--- config.mk ---
export PLATFORM = sky130hd
export DESIGN_NAME = cpu_controller
export DESIGN_NICKNAME = d
export VERILOG_FILES = /design/src/rtl/cpu_controller_pkg.sv /design/src/rtl/cpu_controller.sv
export SDC_FILE = /design/constraint.sdc
export NUM_CORES = 1
export LEC_CHECK = 0
export ABC_CLOCK_PERIOD_IN_PS = 1800
export CORE_MARGIN = 2
export CORE_UTILIZATION = 53
export DETAILED_ROUTE_END_ITERATION = 16
export DONT_BUFFER_PORTS = 1
export GPL_TIMING_DRIVEN = 0
export PLACE_DENSITY = 0.71
export SYNTH_ARGS = -nofsm -noshare
export SYNTH_HDL_FRONTEND = slang
export SYNTH_SLANG_ARGS = --single-unit
--- constraint.sdc ---
create_clock -name clk -period 1.8 [get_ports clk]
set_input_delay 0.18 -clock clk [delete_from_list [all_inputs] [get_ports clk]]
set_output_delay 0.18 -clock clk [all_outputs]
set_load 0.03 [all_outputs]
--- src/rtl/cpu_controller_pkg.sv ---
// Shared definitions for the cpu_controller sequencer.
//   - state_e   : 3-bit binary state codes of the controller FSM
//   - INSTR_*   : {opcode,op} instruction codes recognised by the controller
//   - NSEL_* / VSEL_* : one-hot register-select and write-back-source codes
//   - ctrl_t    : bundle of every datapath control line driven by the FSM
//   - ctrlFor() : Moore output decode from a state and a latched instruction
package cpu_controller_pkg;

  typedef enum logic [2:0] {
    ST_WAIT      = 3'd0,
    ST_DECODE    = 3'd1,
    ST_GET_A     = 3'd2,
    ST_GET_B     = 3'd3,
    ST_CALC      = 3'd4,
    ST_WRITE_REG = 3'd5,
    ST_WRITE_IMM = 3'd6
  } state_e;

  localparam logic [4:0] INSTR_MOV_IMM = 5'b110_10;
  localparam logic [4:0] INSTR_MOV_REG = 5'b110_00;
  localparam logic [4:0] INSTR_ADD     = 5'b101_00;
  localparam logic [4:0] INSTR_CMP     = 5'b101_01;
  localparam logic [4:0] INSTR_AND     = 5'b101_10;
  localparam logic [4:0] INSTR_MVN     = 5'b101_11;

  localparam logic [2:0] NSEL_NONE = 3'b000;
  localparam logic [2:0] NSEL_RN   = 3'b001;
  localparam logic [2:0] NSEL_RD   = 3'b010;
  localparam logic [2:0] NSEL_RM   = 3'b100;

  localparam logic [3:0] VSEL_NONE   = 4'b0000;
  localparam logic [3:0] VSEL_MDATA  = 4'b0001;
  localparam logic [3:0] VSEL_SXIMM8 = 4'b0010;
  localparam logic [3:0] VSEL_PC     = 4'b0100;
  localparam logic [3:0] VSEL_C      = 4'b1000;

  typedef struct packed {
    logic       w;
    logic [2:0] nsel;
    logic [3:0] vsel;
    logic       loada;
    logic       loadb;
    logic       loadc;
    logic       loads;
    logic       asel;
    logic       bsel;
    logic       write;
  } ctrl_t;

  // Everything not named for a state stays 0, so start from all-zero and
  // only raise the lines that state owns.
  function automatic ctrl_t ctrlFor(input state_e state, input logic [4:0] instr);
    ctrl_t c;
    c = '0;
    case (state)
      ST_WAIT: c.w = 1'b1;
      ST_GET_A: begin
        c.nsel  = NSEL_RN;
        c.loada = 1'b1;
      end
      ST_GET_B: begin
        c.nsel  = NSEL_RM;
        c.loadb = 1'b1;
      end
      ST_CALC: begin
        c.loadc = 1'b1;
        // MOV reg passes B straight through by zeroing the A operand.
        c.asel  = (instr == INSTR_MOV_REG);
        c.loads = (instr == INSTR_CMP);
      end
      ST_WRITE_REG: begin
        c.nsel  = NSEL_RD;
        c.vsel  = VSEL_C;
        c.write = 1'b1;
      end
      ST_WRITE_IMM: begin
        c.nsel  = NSEL_RN;
        c.vsel  = VSEL_SXIMM8;
        c.write = 1'b1;
      end
      default: c = '0;
    endcase
    return c;
  endfunction

endpackage

--- src/rtl/cpu_controller.sv ---
// cpu_controller: Moore FSM sequencing the register-file/ALU datapath.
// Ports:
//   clk    in  1  rising-edge clock
//   reset  in  1  synchronous active-high reset, forces WAIT
//   s      in  1  start request, only looked at in WAIT
//   opcode in  3  instruction bits [15:13]
//   op     in  2  instruction bits [12:11]
//   w      out 1  high only while idle in WAIT
//   nsel   out 3  one-hot register select (001 Rn, 010 Rd, 100 Rm)
//   vsel   out 4  one-hot write-back source (0001 mdata .. 1000 C)
//   loada, loadb, loadc, loads  out 1  datapath register enables
//   asel   out 1  forces ALU A operand to zero
//   bsel   out 1  selects sximm5 for ALU B; never used here, tied low
//   write  out 1  register-file write enable
module cpu_controller
  import cpu_controller_pkg::*;
(
  input  logic       clk,
  input  logic       reset,
  input  logic       s,
  input  logic [2:0] opcode,
  input  logic [1:0] op,
  output logic       w,
  output logic [2:0] nsel,
  output logic [3:0] vsel,
  output logic       loada,
  output logic       loadb,
  output logic       loadc,
  output logic       loads,
  output logic       asel,
  output logic       bsel,
  output logic       write
);

  state_e     state_q, state_d;
  logic [4:0] instr_q, instr_d;
  ctrl_t      ctrl_q, ctrl_d;

  // Next-state logic. The instruction is captured only on the edge leaving
  // WAIT, so the decoder may change opcode/op freely mid-sequence.
  always_comb begin
    state_d = state_q;
    instr_d = instr_q;
    case (state_q)
      ST_WAIT: begin
        if (s) begin
          state_d = ST_DECODE;
          instr_d = {opcode, op};
        end
      end
      ST_DECODE: begin
        case (instr_q)
          INSTR_MOV_IMM:                    state_d = ST_WRITE_IMM;
          INSTR_MOV_REG, INSTR_MVN:         state_d = ST_GET_B;
          INSTR_ADD, INSTR_CMP, INSTR_AND:  state_d = ST_GET_A;
          default:                          state_d = ST_WAIT;
        endcase
      end
      ST_GET_A:     state_d = ST_GET_B;
      ST_GET_B:     state_d = ST_CALC;
      ST_CALC:      state_d = (instr_q == INSTR_CMP) ? ST_WAIT : ST_WRITE_REG;
      ST_WRITE_REG: state_d = ST_WAIT;
      ST_WRITE_IMM: state_d = ST_WAIT;
      default:      state_d = ST_WAIT;
    endcase
  end

  // Outputs are decoded one cycle early from the next state and the
  // instruction that will be latched, then registered, so they line up
  // exactly with the state they belong to and never glitch.
  always_comb begin
    ctrl_d = ctrlFor(state_d, instr_d);
  end

  // Single state register; reset wins over any in-flight state and drops
  // write/loads on the very edge it is sampled.
  always_ff @(posedge clk) begin
    if (reset) begin
      state_q <= ST_WAIT;
      instr_q <= '0;
      ctrl_q  <= ctrlFor(ST_WAIT, 5'b0);
    end else begin
      state_q <= state_d;
      instr_q <= instr_d;
      ctrl_q  <= ctrl_d;
    end
  end

  assign w     = ctrl_q.w;
  assign nsel  = ctrl_q.nsel;
  assign vsel  = ctrl_q.vsel;
  assign loada = ctrl_q.loada;
  assign loadb = ctrl_q.loadb;
  assign loadc = ctrl_q.loadc;
  assign loads = ctrl_q.loads;
  assign asel  = ctrl_q.asel;
  assign bsel  = ctrl_q.bsel;
  assign write = ctrl_q.write;

endmodule

## After elaboration in Yosys (flattened, before gate mapping)

Index checks and enable logic that the tools add are counted.

| word-level totals | value |
|---|---|
| register bits | 23 |
| output and inout bits | 15 |
| word-level logic and storage cells | 50 |

| operators by class | value |
|---|---|
| equality and inequality tests | 17 |
| mux-type cells | 13 |
| bitwise gates (word level) | 1 |
| reductions and logical operators | 7 |

Operator list:

| cell | count |
|---|---|
| $eq 5x5->1 const B | 8 |
| $pmux 3 s3 | 2 |
| $pmux 3 s5 | 1 |
| $eq 3x2->1 const B | 4 |
| $eq 3x3->1 const B | 4 |
| $mux 5 | 2 |
| $mux 3 | 3 |
| $pmux 4 s2 | 1 |
| $reduce_or 2->1 | 4 |
| $logic_not 3->1 | 2 |
| $mux 1 | 4 |
| $eq 3x1->1 const B | 1 |
| $reduce_or 3->1 | 1 |
| $not 1->1 | 1 |

## Longest topological paths before layout

| logic depth | value |
|---|---|
| depth in word-level cells | 7 |
| mapped depth | 6 |

## Least setup slack after synthesis

No wires, ideal clock.

| timing path | value |
|---|---|
| kind | reg2reg |
| from | reg instr_q[3] |
| to | reg ctrl_q (netlist bit write) |
| setup time | 0.073 ns |
| data arrival time | 1.632 ns |
| data required time | 1.727 ns |
| path slack | 0.095 ns |
| cell stages (with the launch flop) | 5 |
| path buffers | 0 |
| period minus slack after synthesis | 1.705 ns |
| path through | dfxtp_1 -> or3b_4 -> or4_4 -> a31o_4 -> o22ai_2 |

| between the ends | value |
|---|---|
| word-level cells in the longest chain between the ends | 7 |
| elaborated cells between the ends (all ways) | 15 |
| classes of those cells | 8 x eq/ne; 4 x mux; 3 x reduce/logical |

Ends and longest elaborated chain:

| what | RTL line | RTL |
|---|---|---|
| from (decl) | cpu_controller.sv:36 | `logic [4:0] instr_q, instr_d;` |
| from (signal assigned) | cpu_controller.sv:84 | `instr_q <= instr_d;` |
| $eq 5x5->1 (on tied branches) | cpu_controller.sv:52, cpu_controller.sv:61 |  |
| $reduce_or 3->1 / $reduce_or 2->1 (equally long branches) | cpu_controller.sv:52 | `case (instr_q)` |
| $pmux 3 s3 | cpu_controller.sv:52 |  |
| $pmux 3 s5 (*) | cpu_controller.sv:44 | `case (state_q)` |
| $eq 3x3->1 | cpu_controller_pkg.sv:55 | `case (state)` |
| $reduce_or 2->1 (no source line) (*) | n/a |  |
| $mux 1 (*) | cpu_controller_pkg.sv:55 |  |
| to (signal assigned) | cpu_controller.sv:81 | `ctrl_q <= ctrlFor(ST_WAIT, 5'b0);` |
| to (signal assigned) | cpu_controller.sv:85 | `ctrl_q <= ctrl_d;` |
| to (decl) | cpu_controller.sv:37 | `ctrl_t ctrl_q, ctrl_d;` |

Mark *: on every way between the ends. The rest lies on a longest branch, timed or not.
A chain may end at the register's enable or synchronous reset.

## Final worst setup path

| timing path | value |
|---|---|
| from | reg instr_q[0] |
| to | reg ctrl_q (netlist bit write) |

The elaborated chain is that of the path after synthesis.

==> impl_metrics.env <==
export IMPL_synth_area_leader_cell="dfxtp_1"
export IMPL_synthTopCellsByArea="dfxtp_1, mux2i_1, nor2_1"
export IMPL_ys_types=40
export IMPL_synth_flop_cell="dfxtp_1"
export IMPL_timing_hold_ws_ns=0.0208
export IMPL_crit_path_max_incr_delay_ns=0.44
export IMPL_p_leak_nw=0.402
export IMPL_crit_buf_inv=0
export IMPL_placed_area_um2=948
export IMPL_via_per_inst=5.88
export IMPL_ir_worst_vdd_mv=0.480
export IMPL_period_minus_slack_ns=1.71
export IMPL_final_cell_count_no_fill=121
export IMPL_crit_type="reg -> reg"
export IMPL_final_util_pct=60.1
export IMPL_cp_arrival_ns=1.95
export IMPL_setup_violations_final=0
export IMPL_status="completed"
export IMPL_worstPathCellList="or3b_4 -> or4_4 -> a31o_4 -> o22ai_2"
export IMPL_cp_depth=4
export IMPL_final_common_cell="dfxtp_1"
export IMPL_hold_class="in -> reg"
export IMPL_synth_seq_cells=20
export IMPL_antenna_left=0
export IMPL_start_util_pct=55.1
export IMPL_drc=0
export IMPL_syn_inst=97
export IMPL_cts_buffers=3
export IMPL_grt_pass1_vias=596
export IMPL_end_kind="register"
export IMPL_drive_gt1_share_pct=24.0
export IMPL_synth_edf_count=0
export IMPL_post_route_period_util_pct=95.2
export IMPL_most_common_layout_cells="dfxtp_1, nor2_1, mux2i_1"
export IMPL_cts_sinks=20
export IMPL_yosys_warnings=0
export IMPL_worst_clock_skew_ns=0.00130
export IMPL_io_buffers=0
export IMPL_overflow=0
export IMPL_syn_cell_area_um2=920
export IMPL_synthToLayoutAreaGrowth_pct=9.12
export IMPL_dp_cells=116
export IMPL_maxSlewViolCount=0
export IMPL_die_w_um=45.7
export IMPL_endpoint="write"
export IMPL_crit_required_ns=2.04
export IMPL_reg2reg_slack_ns=0.09
export IMPL_grt_max_degree=12
export IMPL_synthArstFlopShare_pct=0
export IMPL_clockBufferDepth=2
export IMPL_crit_start="instr_q[0]"
export IMPL_critical_path_top_delay_family="simple AND/OR/NAND/NOR gates"
export IMPL_rr_worst_depth=4
export IMPL_worst_slack_ns=0.0865
export IMPL_antenna_found_initial=0
export IMPL_cp_max_fo=7
export IMPL_vias=711
export IMPL_finalHoldViolations=0
export IMPL_cts_tree="yes"
export IMPL_drt_total_wl_mm=1.66
export IMPL_fin_nets=113
export IMPL_setup_tns_final_ns=0
export IMPL_coreArea_um2=1670
export IMPL_place_gp_congestion=0.847
export IMPL_reg2reg_to="write"
export IMPL_timing_fmax_ghz=0.584
export IMPL_grt_pass1_wl_mm=2.68
export IMPL_max_cap_violations=0
export IMPL_synth_top_area_share_pct=43.5
export IMPL_first_iter_violations=9
export IMPL_die_h_um=45.7
export IMPL_pre_cts_slack_ns=-0.0234
export IMPL_regToRegStartpoint="instr_q[0]"
export IMPL_fillers=141
export IMPL_drt_first_pass_iters=4
export IMPL_critPathLaunchType="register"
export IMPL_avgSynthCellArea_um2=9.48
export IMPL_clkSlewWorstSetupHoldPaths_ns=0.11
export IMPL_dp_hpwl_mm=1.23
export IMPL_yosysSeqAreaShare_pct=43.5
export IMPL_grt_usage_pct=18.1
export IMPL_die_area_um2=2080
export IMPL_io_pin_count=23
export IMPL_diodes=0
export IMPL_htreeDepth=1
export IMPL_num_rows=15
export IMPL_hold_buffers=0
export IMPL_cp_slowest_cell="or4_4"
export IMPL_wl_per_cell_um=13.7
export IMPL_rsz0062_at_grt="false"
export IMPL_finalInstanceArea_um2=1000
export IMPL_clk_latency_ns=0.30
export IMPL_clockRootBuffer="clkbuf_4"
export IMPL_power_mw=0.824
export IMPL_power_density_nw_per_um2=821
[worst min-delay path by stage]
| stage | from | endpoint | slack, ns | cells past startpoint |
|---|---|---|---|---|
| after floorplan | op[0] | instr_q[0] | 0.33 | 2 |
| after global placement | op[0] | instr_q[0] | 0.33 | 2 |
| after detailed placement | opcode[2] | instr_q[4] | 0.34 | 2 |
| after CTS | op[1] | instr_q[1] | 0.02 | 2 |
| after global routing | opcode[2] | instr_q[4] | 0.01 | 2 |
| final | opcode[2] | instr_q[4] | 0.02 | 2 |
[state kept, by name, summed over array words and instances, names as in the netlist]
name,count
loadb,1
loadc,1
state_q,3
instr_q,5
loads,1
nsel,3
loada,1
vsel,2
write,1
asel,1
w,1
[power breakdown]
part	switching, mW	internal [mW]	total, mW	leakage [nW]
clock network	0.136	0.124	0.259	0.0210
registers	0.0164	0.455	0.471	0.164
logic	0.0537	0.0399	0.0935	0.217
total	0.206	0.618	0.824	0.402
[cell families (layout without fill, tap and decap cells)]
group,count (synthesis),after routing,share of synthesized area [%]
AOI/OAI and AO/OA,19,19,16.5
and+or+nand+nor,38,38,25.6
other,1,3,0.408
buffers and inverters,12,17,6.39
DFF,20,20,43.5
muxes,7,7,7.62
[final cells by class]
class	count	area, um2	area share (%)
plain buffers	7	43.8	4.36
clock buffers	4	36.3	3.62
inverters	5	18.8	1.87
multi-input cells	67	469	46.8
flip-flops and latches	20	407	40.5
well taps	17	21.3	2.12
repair buffers	1	7.51	0.748
[per-layer routing]
| layer | routed length [um] | GRT usage (%) | share of wire [%] |
|---|---|---|---|
| met1 | 777 | 23.7 | 47 |
| met2 | 773 | 28.2 | 47 |
| met3 | 82 | 3.57 | 4.9 |
| met4 | 23 | 8.82 | 1.4 |
| met5 | 0 | 0 | 0 |
[cell usage after synthesis (2+ instances only)]
cell type / instances
buf_2: 2
buf_4: 3
clkbuf_1: 2
dfxtp_1: 20
inv_1: 3
mux2i_1: 7
nand2b_1: 3
nand3_1: 2
nor2_1: 15
nor3_1: 3
nor3_2: 3
o211ai_1: 3
o21ai_0: 3
o31ai_1: 2
[timing repair]
action | in CTS | in global routing
buffers inserted | 0 | 1
pin swaps | 0 | 2
endpoints found under the hold margin | 0 | 0
endpoints found under the setup margin | 5 | 6
gates resized for setup | 2 | 7
Note: power is estimated with default switching activity, not from simulation.
